--- src/rtl/yukle_kaydet_birimi_if.sv ---
// Request, result and data-memory signals of the load/store unit.
// A request transfers on a rising edge where istek_gecerli && istek_hazir; request fields need only be valid then.
interface yukle_kaydet_birimi_if;
    logic        istek_gecerli;
    logic        istek_hazir;
    logic        istek_yaz;
    logic [2:0]  funct3;
    logic [31:0] adres;
    logic [31:0] kaydet_veri;
    logic        sonuc_gecerli;
    logic [31:0] sonuc_veri;
    logic        hizasiz_hata;
    logic        bellek_oku_aktif;
    logic        bellek_yaz_aktif;
    logic [31:0] bellek_adres;
    logic [31:0] bellek_yaz_veri;
    logic [31:0] bellek_oku_veri;

    modport slave (
        input  istek_gecerli, istek_yaz, funct3, adres, kaydet_veri, bellek_oku_veri,
        output istek_hazir, sonuc_gecerli, sonuc_veri, hizasiz_hata,
               bellek_oku_aktif, bellek_yaz_aktif, bellek_adres, bellek_yaz_veri
    );

    modport master (
        output istek_gecerli, istek_yaz, funct3, adres, kaydet_veri, bellek_oku_veri,
        input  istek_hazir, sonuc_gecerli, sonuc_veri, hizasiz_hata,
               bellek_oku_aktif, bellek_yaz_aktif, bellek_adres, bellek_yaz_veri
    );
endinterface

--- src/rtl/yukle_kaydet_birimi.sv ---
// RV32I load/store unit in front of a word-only data memory.
// Sub-word stores are a read-modify-write; loads extract and sign/zero extend.
module yukle_kaydet_birimi (
    input  logic                        clk,
    input  logic                        rst,
    yukle_kaydet_birimi_if.slave        yk,
    output logic [1:0]                  o_durum
);
    typedef enum logic [1:0] {
        BOSTA   = 2'd0,
        OKU     = 2'd1,
        RMW_OKU = 2'd2,
        YAZ     = 2'd3
    } durum_t;

    durum_t      r_durum;
    durum_t      w_sonraki;
    logic [1:0]  r_bayt_konum;
    logic [2:0]  r_funct3;
    logic [15:0] r_kaydet_alt;
    logic [31:0] r_birlesik;
    logic [31:0] r_bellek_adres;
    logic [31:0] r_sonuc_veri;
    logic        r_sonuc_gecerli;
    logic        r_hizasiz_hata;

    logic        w_kabul;
    logic        w_funct3_gecerli;
    logic        w_hizasiz;
    logic        w_yasadisi;
    logic [7:0]  w_bayt;
    logic [15:0] w_yarim;
    logic [31:0] w_yukle_sonuc;
    logic [31:0] w_birlesik;

    assign w_kabul = yk.istek_gecerli && (r_durum == BOSTA);

    always_comb begin
        w_funct3_gecerli = 1'b0;
        case (yk.funct3)
            3'b000, 3'b001, 3'b010: w_funct3_gecerli = 1'b1;
            3'b100, 3'b101:         w_funct3_gecerli = !yk.istek_yaz;
            default:                w_funct3_gecerli = 1'b0;
        endcase
    end

    always_comb begin
        w_hizasiz = 1'b0;
        case (yk.funct3[1:0])
            2'b01:   w_hizasiz = yk.adres[0];
            2'b10:   w_hizasiz = (yk.adres[1:0] != 2'b00);
            default: w_hizasiz = 1'b0;
        endcase
    end

    assign w_yasadisi = !w_funct3_gecerli || w_hizasiz;

    always_ff @(posedge clk) begin
        if (rst) begin
            r_durum <= BOSTA;
        end else begin
            r_durum <= w_sonraki;
        end
    end

    always_comb begin
        w_sonraki = r_durum;
        case (r_durum)
            BOSTA: begin
                if (w_kabul && !w_yasadisi) begin
                    if (!yk.istek_yaz)                w_sonraki = OKU;
                    else if (yk.funct3[1:0] == 2'b10) w_sonraki = YAZ;
                    else                              w_sonraki = RMW_OKU;
                end
            end
            OKU:     w_sonraki = BOSTA;
            RMW_OKU: w_sonraki = YAZ;
            YAZ:     w_sonraki = BOSTA;
            default: w_sonraki = BOSTA;
        endcase
    end

    // Lane selection works on the word the memory returned this cycle.
    always_comb begin
        w_bayt = yk.bellek_oku_veri[7:0];
        case (r_bayt_konum)
            2'd0: w_bayt = yk.bellek_oku_veri[7:0];
            2'd1: w_bayt = yk.bellek_oku_veri[15:8];
            2'd2: w_bayt = yk.bellek_oku_veri[23:16];
            2'd3: w_bayt = yk.bellek_oku_veri[31:24];
            default: w_bayt = yk.bellek_oku_veri[7:0];
        endcase
        w_yarim = r_bayt_konum[1] ? yk.bellek_oku_veri[31:16] : yk.bellek_oku_veri[15:0];
    end

    always_comb begin
        w_yukle_sonuc = yk.bellek_oku_veri;
        case (r_funct3)
            3'b000:  w_yukle_sonuc = {{24{w_bayt[7]}}, w_bayt};
            3'b001:  w_yukle_sonuc = {{16{w_yarim[15]}}, w_yarim};
            3'b100:  w_yukle_sonuc = {24'h0, w_bayt};
            3'b101:  w_yukle_sonuc = {16'h0, w_yarim};
            default: w_yukle_sonuc = yk.bellek_oku_veri;
        endcase
    end

    always_comb begin
        w_birlesik = yk.bellek_oku_veri;
        if (r_funct3[1:0] == 2'b00) begin
            case (r_bayt_konum)
                2'd0: w_birlesik[7:0]   = r_kaydet_alt[7:0];
                2'd1: w_birlesik[15:8]  = r_kaydet_alt[7:0];
                2'd2: w_birlesik[23:16] = r_kaydet_alt[7:0];
                2'd3: w_birlesik[31:24] = r_kaydet_alt[7:0];
                default: w_birlesik = yk.bellek_oku_veri;
            endcase
        end else if (r_bayt_konum[1]) begin
            w_birlesik[31:16] = r_kaydet_alt;
        end else begin
            w_birlesik[15:0] = r_kaydet_alt;
        end
    end

    // Result pulses and sonuc_veri last exactly one cycle; sonuc_veri is 0 unless a load completes.
    always_ff @(posedge clk) begin
        if (rst) begin
            r_bayt_konum    <= 2'd0;
            r_funct3        <= 3'd0;
            r_kaydet_alt    <= 16'h0;
            r_birlesik      <= 32'h0;
            r_bellek_adres  <= 32'h0;
            r_sonuc_veri    <= 32'h0;
            r_sonuc_gecerli <= 1'b0;
            r_hizasiz_hata  <= 1'b0;
        end else begin
            r_sonuc_gecerli <= 1'b0;
            r_hizasiz_hata  <= 1'b0;
            r_sonuc_veri    <= 32'h0;
            case (r_durum)
                BOSTA: begin
                    if (w_kabul) begin
                        if (w_yasadisi) begin
                            r_sonuc_gecerli <= 1'b1;
                            r_hizasiz_hata  <= 1'b1;
                        end else begin
                            r_bayt_konum   <= yk.adres[1:0];
                            r_funct3       <= yk.funct3;
                            r_kaydet_alt   <= yk.kaydet_veri[15:0];
                            r_birlesik     <= yk.kaydet_veri;
                            r_bellek_adres <= {yk.adres[31:2], 2'b00};
                        end
                    end
                end
                OKU: begin
                    r_sonuc_gecerli <= 1'b1;
                    r_sonuc_veri    <= w_yukle_sonuc;
                end
                RMW_OKU: r_birlesik <= w_birlesik;
                YAZ:     r_sonuc_gecerli <= 1'b1;
                default: r_sonuc_gecerli <= 1'b0;
            endcase
        end
    end

    assign yk.istek_hazir      = (r_durum == BOSTA);
    assign yk.bellek_oku_aktif = (r_durum == OKU) || (r_durum == RMW_OKU);
    assign yk.bellek_yaz_aktif = (r_durum == YAZ);
    assign yk.bellek_yaz_veri  = (r_durum == YAZ) ? r_birlesik : 32'h0;
    assign yk.bellek_adres     = r_bellek_adres;
    assign yk.sonuc_gecerli    = r_sonuc_gecerli;
    assign yk.sonuc_veri       = r_sonuc_veri;
    assign yk.hizasiz_hata     = r_hizasiz_hata;
    assign o_durum             = r_durum;
endmodule

--- src/flat_wrapper.sv ---
// flat-port wrapper written by rule: the top's interface ports become plain ports
module yukle_kaydet_birimi_flat 
  (clk, rst, o_durum, yk_istek_gecerli, yk_istek_yaz, yk_funct3, yk_adres, yk_kaydet_veri, yk_bellek_oku_veri, yk_istek_hazir, yk_sonuc_gecerli, yk_sonuc_veri, yk_hizasiz_hata, yk_bellek_oku_aktif, yk_bellek_yaz_aktif, yk_bellek_adres, yk_bellek_yaz_veri);
  yukle_kaydet_birimi_if yk_i ();
  input  logic clk;
  input  logic rst;
  output logic [1:0] o_durum;
  input wire logic [$bits(yk_i.istek_gecerli)-1:0] yk_istek_gecerli;
  input wire logic [$bits(yk_i.istek_yaz)-1:0] yk_istek_yaz;
  input wire logic [$bits(yk_i.funct3)-1:0] yk_funct3;
  input wire logic [$bits(yk_i.adres)-1:0] yk_adres;
  input wire logic [$bits(yk_i.kaydet_veri)-1:0] yk_kaydet_veri;
  input wire logic [$bits(yk_i.bellek_oku_veri)-1:0] yk_bellek_oku_veri;
  output wire logic [$bits(yk_i.istek_hazir)-1:0] yk_istek_hazir;
  output wire logic [$bits(yk_i.sonuc_gecerli)-1:0] yk_sonuc_gecerli;
  output wire logic [$bits(yk_i.sonuc_veri)-1:0] yk_sonuc_veri;
  output wire logic [$bits(yk_i.hizasiz_hata)-1:0] yk_hizasiz_hata;
  output wire logic [$bits(yk_i.bellek_oku_aktif)-1:0] yk_bellek_oku_aktif;
  output wire logic [$bits(yk_i.bellek_yaz_aktif)-1:0] yk_bellek_yaz_aktif;
  output wire logic [$bits(yk_i.bellek_adres)-1:0] yk_bellek_adres;
  output wire logic [$bits(yk_i.bellek_yaz_veri)-1:0] yk_bellek_yaz_veri;
  assign yk_i.istek_gecerli = yk_istek_gecerli;
  assign yk_i.istek_yaz = yk_istek_yaz;
  assign yk_i.funct3 = yk_funct3;
  assign yk_i.adres = yk_adres;
  assign yk_i.kaydet_veri = yk_kaydet_veri;
  assign yk_i.bellek_oku_veri = yk_bellek_oku_veri;
  assign yk_istek_hazir = yk_i.istek_hazir;
  assign yk_sonuc_gecerli = yk_i.sonuc_gecerli;
  assign yk_sonuc_veri = yk_i.sonuc_veri;
  assign yk_hizasiz_hata = yk_i.hizasiz_hata;
  assign yk_bellek_oku_aktif = yk_i.bellek_oku_aktif;
  assign yk_bellek_yaz_aktif = yk_i.bellek_yaz_aktif;
  assign yk_bellek_adres = yk_i.bellek_adres;
  assign yk_bellek_yaz_veri = yk_i.bellek_yaz_veri;
  yukle_kaydet_birimi u_core (.clk(clk), .rst(rst), .yk(yk_i), .o_durum(o_durum));
endmodule
--- config.mk ---
export PLATFORM = sky130hd
export DESIGN_NAME = yukle_kaydet_birimi_flat
export DESIGN_NICKNAME = d
export VERILOG_FILES = /design/src/rtl/yukle_kaydet_birimi_if.sv /design/src/rtl/yukle_kaydet_birimi.sv /design/src/flat_wrapper.sv
export SDC_FILE = /design/constraint.sdc
export NUM_CORES = 1
export LEC_CHECK = 0
export BUFFER_PORTS_ARGS = -buffer_cell sky130_fd_sc_hd__buf_2
export CAP_MARGIN = 20
export CORE_MARGIN = 10
export CORE_UTILIZATION = 47
export CTS_BUF_LIST = sky130_fd_sc_hd__clkbuf_2 sky130_fd_sc_hd__clkbuf_4 sky130_fd_sc_hd__clkbuf_8
export DETAILED_ROUTE_END_ITERATION = 10
export PLACE_DENSITY = 0.8
export SKIP_CTS_REPAIR_TIMING = 1
export SYNTH_ARGS = -nofsm -noshare
export SYNTH_HDL_FRONTEND = slang
export SYNTH_SLANG_ARGS = --single-unit
--- constraint.sdc ---
create_clock -name clk -period 1.75 [get_ports clk]
set_input_delay 0.35 -clock clk [delete_from_list [all_inputs] [get_ports clk]]
set_output_delay 0.35 -clock clk [all_outputs]
set_load 0.005 [all_outputs]
# == Word level (Yosys, flattened, before mapping) ==
# Cells that the tools add are included.
# word_totals
regBits,119
in_bits,103
output_inout_bits,103
word_cells,74
# classes
n_eq_ne,18
muxes,23
bitwise_logic,3
reduce_logical,21
# op_table
cell,count
2-to-1 mux 32 bit,4
case mux 32 bit (4 select lines),1
case mux 32 bit (2 select lines),1
2-to-1 mux 16 bit,3
2-to-1 mux 8 bit,4
case mux 8 bit (4 select lines),1
== test 3 bit (second input constant),4
== test 2 bit (second input constant),5
OR reduction 2 bit,4
== test 2 x 1 -> 1 bit (second input constant),3
== test 3 x 1 -> 1 bit (second input constant),2
logical NOT 2 bit,3
logical NOT 3 bit,2
case mux 1 bit (2 select lines),3
case mux 2 bit (3 select lines),1
AND reduction 3 bit,2
2-to-1 mux 2 bit,2
inequality test 2 x 1 -> 1 bit (second input constant),2
nonzero test 2 bit,2
== test 3 x 2 -> 1 bit (second input constant),1
logical NOT 1 bit,3
2-to-1 mux 1 bit,3
NOT 1 bit,3
OR reduction 3 bit,1
3 further kinds,5

# == Depth between registers and ports, before layout ==
# depth
depth_word,9
ltp_mapped,7
mapped_depth_nobuf,6

# == Worst setup path before layout ==
# No wires, ideal clock.
# synth_timing
path_type,input-to-reg
start,input yk_funct3[0]
end,register u_core.r_durum[1] (netlist: u_core.o_durum[1])
setup_time_ps,122
t_arrival_ps,1653
slack_ps,-24
path_stages,6
path_buffers,0
path_cell_list,inv_1 > ha_1 > o21a_1 > o21ai_2 > a41oi_1 > a221o_1
# synth_between
elab_chain_cells,8
word_cells_on_any_way,16
cone_classes,eq/ne (7); mux (2); reduce/logical (7)
# synth_rtl
element,line,source
start: declaration,flat_wrapper.sv:10,input wire logic [$bits(yk_i.funct3)-1:0] yk_funct3;
== test 3 x 1 -> 1 bit (tied with other cells),yukle_kaydet_birimi.sv:40,case (yk.funct3)
OR reduction 3 bit or OR reduction 2 bit (tied branches),yukle_kaydet_birimi.sv:40,
case mux 1 bit (2 select lines),yukle_kaydet_birimi.sv:40,
logical NOT 1 bit,yukle_kaydet_birimi.sv:56,assign w_yasadisi = !w_funct3_gecerli || w_hizasiz;
logical OR 1 bit *,yukle_kaydet_birimi.sv:56,
logical NOT 1 bit *,yukle_kaydet_birimi.sv:70,if (w_kabul && !w_yasadisi) begin
logical AND 1 bit *,yukle_kaydet_birimi.sv:70,
inequality test 2 x 1 -> 1 bit (no source line) *,-,
end signal: assignment,yukle_kaydet_birimi.sv:62,r_durum <= w_sonraki;
end: declaration,yukle_kaydet_birimi.sv:16,durum_t r_durum;
# Every way passes the cells marked *; elsewhere a longest branch is shown, timed or not.
# A chain may end at the register's enable or synchronous reset.

# == Final worst setup path ==
# layout_timing
start,register u_core.r_durum[0] (netlist: u_core.o_durum[0])
end,output yk_bellek_yaz_veri[17]
# layout_between
elab_chain_cells,2
# layout_rtl
element,line,source
== test 2 bit,yukle_kaydet_birimi.sv:168,assign yk.bellek_yaz_veri = (r_durum == YAZ) ? r_birlesik : 32'h0;
2-to-1 mux 32 bit,yukle_kaydet_birimi.sv:168,
end: declaration,flat_wrapper.sv:21,output wire logic [$bits(yk_i.bellek_yaz_veri)-1:0] yk_bellek_yaz_veri;
# No other way between the ends.

==> flow_summary.yaml <==
status:
  status: "finished, violations left"
  violations: "negative setup slack"
clock_tree:
  cts_sinks: 119
  clock_latency_ns: 0.45
  cts_root_buffer: "clkbuf_8"
  tritoncts: "done"
  numCtsBuffers: 17
  clockBufferDepth: 2
  htree_levels: 4
  cts.clk_slew.worst_paths_ns: 0.07
logic_synthesis:
  ys_top_cells_by_area: "dfxtp_1, o21ai_0, a21oi_1, mux2i_1, nand3_1"
  ys_seq_elements: 119
  yosysTopAreaCell: "dfxtp_1"
  synth_edf_count: 0
  yosysWarnings: 0
  netlist_area_um2: 6025
  synth_top_area_frac: 0.3954
  ys_seq_area_frac: 0.3954
  synth_cells: 739
  syn_area_per_cell_um2: 8.152
  ys.flop_type: "dfxtp_1"
  synthArstFlopShare: 0
  ys_types: 45
timing:
  hold_violations: 0
  worst_pin_slew_ns: 0.4999
  rsz0062_at_grt: "true"
  hold_slack_ns: 0.1519
  fin_ws_ns: -0.1371
  fmax_mhz: 529.9
  setup_viol: 32
  slew_headroom: 0.6659
  slew_violations: 0
  clock-skew-final_ns: 0.008420
  min_period_ns: 1.887
  fin_crit_sh: 1.078
setup_path:
  cp_data_required_time_ns: 1.40
  endpoint_kind: "output pin"
  path_max_fanout: 9
  r2r_cells: 7
  ff2ff_setup_slack_ns: 0.05
  rr_endpoint: "u_core.r_funct3[0]$_SDFFE_PP0P_"
  crit_chain: "buf_6, ha_4, clkbuf_16, and2_1, buf_2"
  cpPeakStageDelay_ns: 0.33
  critical_path_class: "register to output pin"
  slowest_stage: "dfxtp_2"
  crit_path_start_kind: "register"
  critPathArrivalTime_ns: 1.54
  reg2reg_from: "u_core.o_durum[1]$_SDFFE_PP0P_"
min_path:
  min_to: "u_core.yk.bellek_adres[8]$_SDFFE_PP0P_"
  hold_path_depth: 3
  min_path_type: "input pin to register"
  holdCritStartpoint: "yk_adres[8]"
global_route:
  grt_pass1_wl_mm: 31.73
  first_global_vias: 5939
  antenna_found_initial: 4
  grt_max_degree: 79
  grt_usage: 0.2210
  grt-ovfl-total: 0
flow_run:
  cap_viol_max_count: 0
routing:
  num_vias: 6368
  wl_per_cell_um: 19.30
  dr.first_iter.drc_count: 606
  ant_nets: 0
  remaining_drc_errors: 0
  vias_per_cell: 5.671
  finalWirelength_mm: 21.67
  drt-pass1-iter-count: 5
floorplanning:
  coreArea_um2: 12570
  rows: 41
  die_w_um: 133.2
  start_util: 0.4793
  die_y_um: 133.2
  pin_count: 206
  die-area_um2: 17750
pwr:
  peakVddDrop_mv: 0.4995
  p_leak_uw: 0.003587
  p_per_area_nw_per_um2: 893.2
cells_and_area:
  final_cell_area_um2: 8070
  nNetsFinal: 1045
  area_growth_pct: 33.96
  drive_gt1_frac: 0.3544
  layout.cells.non_filler: 1123
  fillers: 1069
placed_design:
  dpl_cell_area_um2: 7317
  globalplace.congestion: 0.8886
  io_buffers: 203
  post-dp-hpwl_mm: 15.05
  dp_cells: 1083
-- metrics by stage --
| stage | util | TNS (ns) | worst slack [ns] | power (uW) |
|---|---|---|---|---|
| finish | 0.6421 | -3.388 | -0.1371 | 7208 |
| detailed placement | 0.5822 | -14.95 | -0.2635 | 4533 |
| global route | 0.6419 | -5.153 | -0.1880 | 7503 |
| floorplan | - | 0 | 0.02778 | 3914 |
| CTS | 0.6160 | -8.217 | -0.2677 | 7163 |
| global placement | 0.5822 | -10.75 | -0.1844 | 4509 |
-- worst max path at each step --
stage	cells past startpoint	slack (ns)	to	start
floorplan	7	0.03	u_core.r_birlesik[10]$_SDFFE_PP0P_	yk_funct3[0]
global placement	8	-0.18	u_core.r_funct3[1]$_SDFFE_PP0P_	yk_funct3[0]
detailed placement	8	-0.26	u_core.r_funct3[1]$_SDFFE_PP0P_	yk_funct3[1]
CTS	5	-0.27	yk_bellek_yaz_veri[10]	u_core.o_durum[0]$_SDFFE_PP0P_
global route	5	-0.19	yk_bellek_yaz_veri[5]	u_core.o_durum[1]$_SDFFE_PP0P_
finish	5	-0.14	yk_bellek_yaz_veri[17]	u_core.o_durum[0]$_SDFFE_PP0P_
-- synthesized netlist by cell type, types with 9 or more instances --
cell type  number
dfxtp_1       119
o21ai_0        83
a21oi_1        77
nand3_1        67
nand2_1        63
clkbuf_1       44
nor2_1         37
mux2i_1        36
and2_1         34
inv_1          29
a311o_1        24
buf_2          19
buf_4           9
o221ai_1        9
-- routing by layer --
| layer | routed length (um) | part of all wire | up-vias | GRT usage |
|---|---|---|---|---|
| li1 | - | - | 3030 | - |
| met1 | 8477 | 0.39 | 2997 | 0.2697 |
| met2 | 10560 | 0.49 | 290 | 0.3467 |
| met3 | 2026 | 0.093 | 51 | 0.07444 |
| met4 | 607 | 0.028 | 0 | 0.09734 |
| met5 | 0 | 0 | - | 0 |
-- area by class of cell --
cell class              instances  area (um2)  area share
multi-input cells             517        3282      0.4067
well taps                     172       215.2     0.02667
clock inverters                12       150.1     0.01860
repair buffers                250        1639      0.2031
flip-flops and latches        119        2389      0.2960
diodes                          3       7.507   0.0009302
inverters                      30       112.6     0.01395
clock buffers                  20       275.3     0.03411
-- worst max-delay path, delay by kind of cell, from the launching register on --
family                     cells  cell delay, ns
and+or+nand+nor                1            0.15
DFF                            1            0.33
adders and majority gates      1            0.19
buffers and inverters          3            0.41
-- kinds of logic after synthesis --
family,after synthesis,share of synthesized area
DFF,119,0.3954
and+or+nand+nor,218,0.1809
AOI/OAI and AO/OA,246,0.2592
buffers and inverters,104,0.07456
muxes,44,0.07477
other,1,0.0006225
adders and majority gates,7,0.01454
-- state kept, by name, summed over array words and instances, names as in the netlist --
register / flops
u_core.r_birlesik: 32
u_core.yk.sonuc_veri: 32
u_core.yk.bellek_adres: 30
u_core.r_kaydet_alt: 16
u_core.r_funct3: 3
u_core.o_durum: 2
u_core.r_bayt_konum: 2
u_core.yk.hizasiz_hata: 1
u_core.yk.sonuc_gecerli: 1
-- power breakdown --
group          total, uW  leakage, uW  switching [uW]  internal [uW]
sequential          3020     0.000969             104           2920
combinational       1540      0.00241             880            658
clock               2650     0.000211            1140           1510
-- placed cells by master (no fill, tap or decap), drive strengths merged, types with 2 or more instances in the layout --
cell type  count
ha             7
o31a           2
clkinvlp       3
nor2b          2
a211o          2
conb           2
o221a          7
o221ai         9
nor2          37
a21oi         79
clkinv         6
nand4bb        8
nor3           2
o21ai         92
nand3         67
a311o         24
mux2           8
a221oi         8
and2          34
clkbuf        22
inv           30
mux2i         36
buf          248
diode          3
o21a           2
a21o           8
nand2         63
dfxtp        119
a31oi          8
bufinv         3
Power figures use the tool's default switching activity.
